<file path="src/rtl/registers.sv">
// registers: parameterised parallel-load / shift storage element for the MIPS datapath.
// Each rising edge of CLK either captures D (sh=0) or shifts Q left by one (sh=1).
// Q_next exports, combinationally, the value Q will take at the next rising edge.
// Optional build macro: REGISTERS_ROTATE_EN
//   undefined (default): shift is a zero-fill logical left shift, MSB discarded
//   defined            : shift is a left rotate, MSB wraps into the LSB
// Reset is synchronous and active-low; it forces Q_next to zero and has priority.
module registers #(
  parameter int WIDTH = 4
) (
  input  logic             CLK,
  input  logic             RST_N,
  input  logic [WIDTH-1:0] D,
  input  logic             sh,
  output logic [WIDTH-1:0] Q,
  output logic [WIDTH-1:0] Q_next
);

  // Shift-by-one of the stored word; the fill bit depends on the build.
  function automatic logic [WIDTH-1:0] shift_left(input logic [WIDTH-1:0] value);
    logic fill_bit;
`ifdef REGISTERS_ROTATE_EN
    fill_bit = value[WIDTH-1];
`else
    fill_bit = 1'b0;
`endif
    return {value[WIDTH-2:0], fill_bit};
  endfunction

  logic [WIDTH-1:0] q_q;
  logic [WIDTH-1:0] q_d;

  // Next-state selection: reset first, then shift or parallel load.
  always_comb begin
    q_d = '0;
    if (!RST_N) begin
      q_d = '0;
    end else if (sh) begin
      q_d = shift_left(q_q);
    end else begin
      q_d = D;
    end
  end

  // State register: synchronous active-low reset, otherwise update every edge.
  always_ff @(posedge CLK) begin
    if (!RST_N) begin
      q_q <= '0;
    end else begin
      q_q <= q_d;
    end
  end

  assign Q      = q_q;
  assign Q_next = q_d;

endmodule

</file>
<file path="config.mk">
export PLATFORM = sky130hd
export DESIGN_NAME = registers
export DESIGN_NICKNAME = d
export VERILOG_FILES = /design/src/rtl/registers.sv
export SDC_FILE = /design/constraint.sdc
export NUM_CORES = 1
export LEC_CHECK = 0
export ABC_AREA = 0
export ABC_CLOCK_PERIOD_IN_PS = 800
export CORE_AREA = 2 2 39 41
export CTS_CLUSTER_SIZE = 25
export DETAILED_ROUTE_END_ITERATION = 7
export DIE_AREA = 0 0 41 43
export SLEW_MARGIN = 20
export SYNTH_ARGS = -nofsm -noshare
export SYNTH_HDL_FRONTEND = slang
export SYNTH_SLANG_ARGS = --single-unit
export TNS_END_PERCENT = 30
</file>
<file path="constraint.sdc">
create_clock -name CLK -period 0.8 [get_ports CLK]
set_input_delay 0.08 -clock CLK [delete_from_list [all_inputs] [get_ports CLK]]
set_output_delay 0.08 -clock CLK [all_outputs]
set_load 0.1 [all_outputs]
</file>
==> flow_summary.toml <==
[grt]
globalRoute.totalOverflow = 0
antenna_found_initial = 0
vias_in_the_first_global_route = 225
pin_count_of_the_biggest_net_entering_global_routing = 9
grt_util_all_layers_pct = 9.67
grt_pass1_wl_um = 1020

[pwr]
vdd_ir_drop_max_mv = 0.966
power.total_mw = 0.875
reported_leakage_power_nw = 0.226
power-per-cell-area_nw_per_um2 = 1590

[setup_path]
setup.worst_path.start_class = "register"
endpoint = "Q_next[2]"
classification_of_the_worst_setup_path = "register to output pin"
crit_path_from = "Q[1]$_SDFF_PN0_"
worstPathRequired_ns = 0.72
crit_path_max_fanout = 2
worstSetupEndpointType = "output pin"
r2r-end = "Q[1]$_SDFF_PN0_"
worstPathArrival_ns = 0.99
worst_r2r_startpoint = "Q[0]$_SDFF_PN0_"
r2r_cells = 2
timing.reg2reg.setup_slack_ns = 0.10

[timing]
post_route_minimum_period_ns = 1.07
slew_viol_final = 0
layout_worst_path_cycle_share_pct = 133
grt_setup_unrepaired = "true"
least_margin_pin_slew_ns = 0.178
clock.fmax_mhz = 938
setup_viol_count_final = 8
fin_worst_skew_ns = 0.00353
timing.slew.headroom_pct = 87.9
report.final.hold_viol_count = 0
setup_ws_ns = -0.266

[routing]
met3_wirelength_um = 75
drt_first_iter_violations = 0
num_vias = 195
remaining_drc_errors = 0
m1WireLength_um = 214
viasPerCell = 3.68
drt_pre_antenna_iters = 1
route.top_layer_used = "met4"
wl_per_cell_um = 10.4
detailroute.wirelength.met2_um = 225
drt.antenna.violating_nets = 0
wirelength_um = 552

[hold_path]
hold_class = "input pin to register"

[die]
dieWidth_um = 41
pin_count = 15
fp-row-count = 14
fp.dieH_um = 43
floorplan.initialDensity_pct = 12.1
core_area_sq_um = 1380
design.die.area_sq_um = 1760

[synth]
synth.cell_area_sq_um = 168
postSynthNetCount = 22
postSynthCellCount = 15
synth.distinct_cells = 4
synth_area_leader_cell = "sky130_fd_sc_hd__dfxtp_1"
share_of_synthesized_area_occupied_by_flip_flops_and_latches_pct = 47.8
yosysWarnings = 0
syn_area_per_cell_sq_um = 11.2
yosysTopAreaCellShare_pct = 47.8
synth.area.top_cells = "sky130_fd_sc_hd__dfxtp_1 48%, sky130_fd_sc_hd__nor2b_1 22%, sky130_fd_sc_hd__mux2i_1 18%, sky130_fd_sc_hd__and3b_2 12%"
postSynthRegisterBits = 4

[clock_tree]
cts.path.max_buffers = 2
cts.sink_count = 4
cts_tree = "yes"
path_clk_slew_ns = 0.04
clock-root-buffer = "sky130_fd_sc_hd__clkbuf_4"
cts.htree.levels = 1
cts_buffers = 3
worst_skew_pair_later_pin_latency_ns = 0.24

[run_status]
result_of_the_run = "finished, violations left"
failed_checks = "negative setup slack"

[layout]
finish.utilization_pct = 39.9
layout.nets = 45
layout-drive-gt1-share_pct = 78.4
final_common_cell = "sky130_fd_sc_hd__buf_12"
areaGrowthSynthToFinish_pct = 229
flip_flop_count_of_the_largest_register_all_copies_and_words_added = 4
finalInstanceArea_sq_um = 552
n_antenna_cell = 0

[place]
dpl.hpwl_um = 479
finalWeightedCongestion = 0.584
place_worst_setup_slack_ns = -0.492
port_buffers = 14
dpl_cell_area_sq_um = 522

[flow_run]
maxCapViolCount = 0
-- critical path, stage by stage, from the launching register on --
cell and delay, ns:
sky130_fd_sc_hd__dfxtp_4 0.34, sky130_fd_sc_hd__mux2i_4 0.17, sky130_fd_sc_hd__nor2b_4 0.07, sky130_fd_sc_hd__buf_12 0.16
-- layout make-up --
cell class                 count  area, sq um
fill                         127          832
timing repair buffer          18          265
multi-input combinational     11          148
sequential                     4         92.6
clock buffer                   4         26.3
tap                           16         20.0
-- repair_timing --
item,CTS,global route
pin swaps,1,0
gates cloned,0,0
endpoints found under the hold margin,0,0
endpoints found under the setup margin,12,8
hold buffers,0,0
setup buffers,0,0
resized for setup,12,1
-- power breakdown --
part / leakage (nW) / internal [mW] / switching, mW
Clock: 0.0150 / 0.188 / 0.0916
Sequential: 0.0354 / 0.207 / 0.0108
Combinational: 0.176 / 0.165 / 0.212
Total: 0.226 / 0.561 / 0.315
-- metal layers --
layer,vias up,GRT usage [%]
li1,94,-
met2,17,11.3
met4,0,12.0
met1,80,11.0
met3,4,4.19
met5,-,0
-- logic make-up after synthesis --
kind of cell  share of synthesized area (%)
flops                                  47.8
mux                                    17.9
simple gates                           34.3
-- cell usage after synthesis --
master	instances
sky130_fd_sc_hd__nor2b_1	6
sky130_fd_sc_hd__dfxtp_1	4
sky130_fd_sc_hd__mux2i_1	3
sky130_fd_sc_hd__and3b_2	2
-- worst min-delay path by stage --
stage / startpoint / to / slack, ns / cells past startpoint
global route: RST_N / Q[2]$_SDFF_PN0_ / 0.16 / 2
detailed placement: Q[2]$_SDFF_PN0_ / Q[3]$_SDFF_PN0_ / 0.55 / 2
CTS: RST_N / Q[2]$_SDFF_PN0_ / 0.15 / 2
floorplan: RST_N / Q[1]$_SDFF_PN0_ / 0.21 / 1
global placement: Q[0]$_SDFF_PN0_ / Q[1]$_SDFF_PN0_ / 0.55 / 2
finish: RST_N / Q[2]$_SDFF_PN0_ / 0.16 / 2
-- metrics by stage --
| step | cells | setup TNS, ns | hold WS [ns] |
|---|---|---|---|
| finish | 53 | -1.24 | 0.156 |
| global route | 53 | -1.54 | 0.156 |
| CTS | 53 | -1.36 | 0.150 |
| detailed placement | 49 | -3.21 | 0.553 |
| global placement | 49 | -3.16 | 0.546 |
| floorplan | 15 | -1.61 | 0.207 |
No activity file was read; power rests on OpenSTA's default activity.
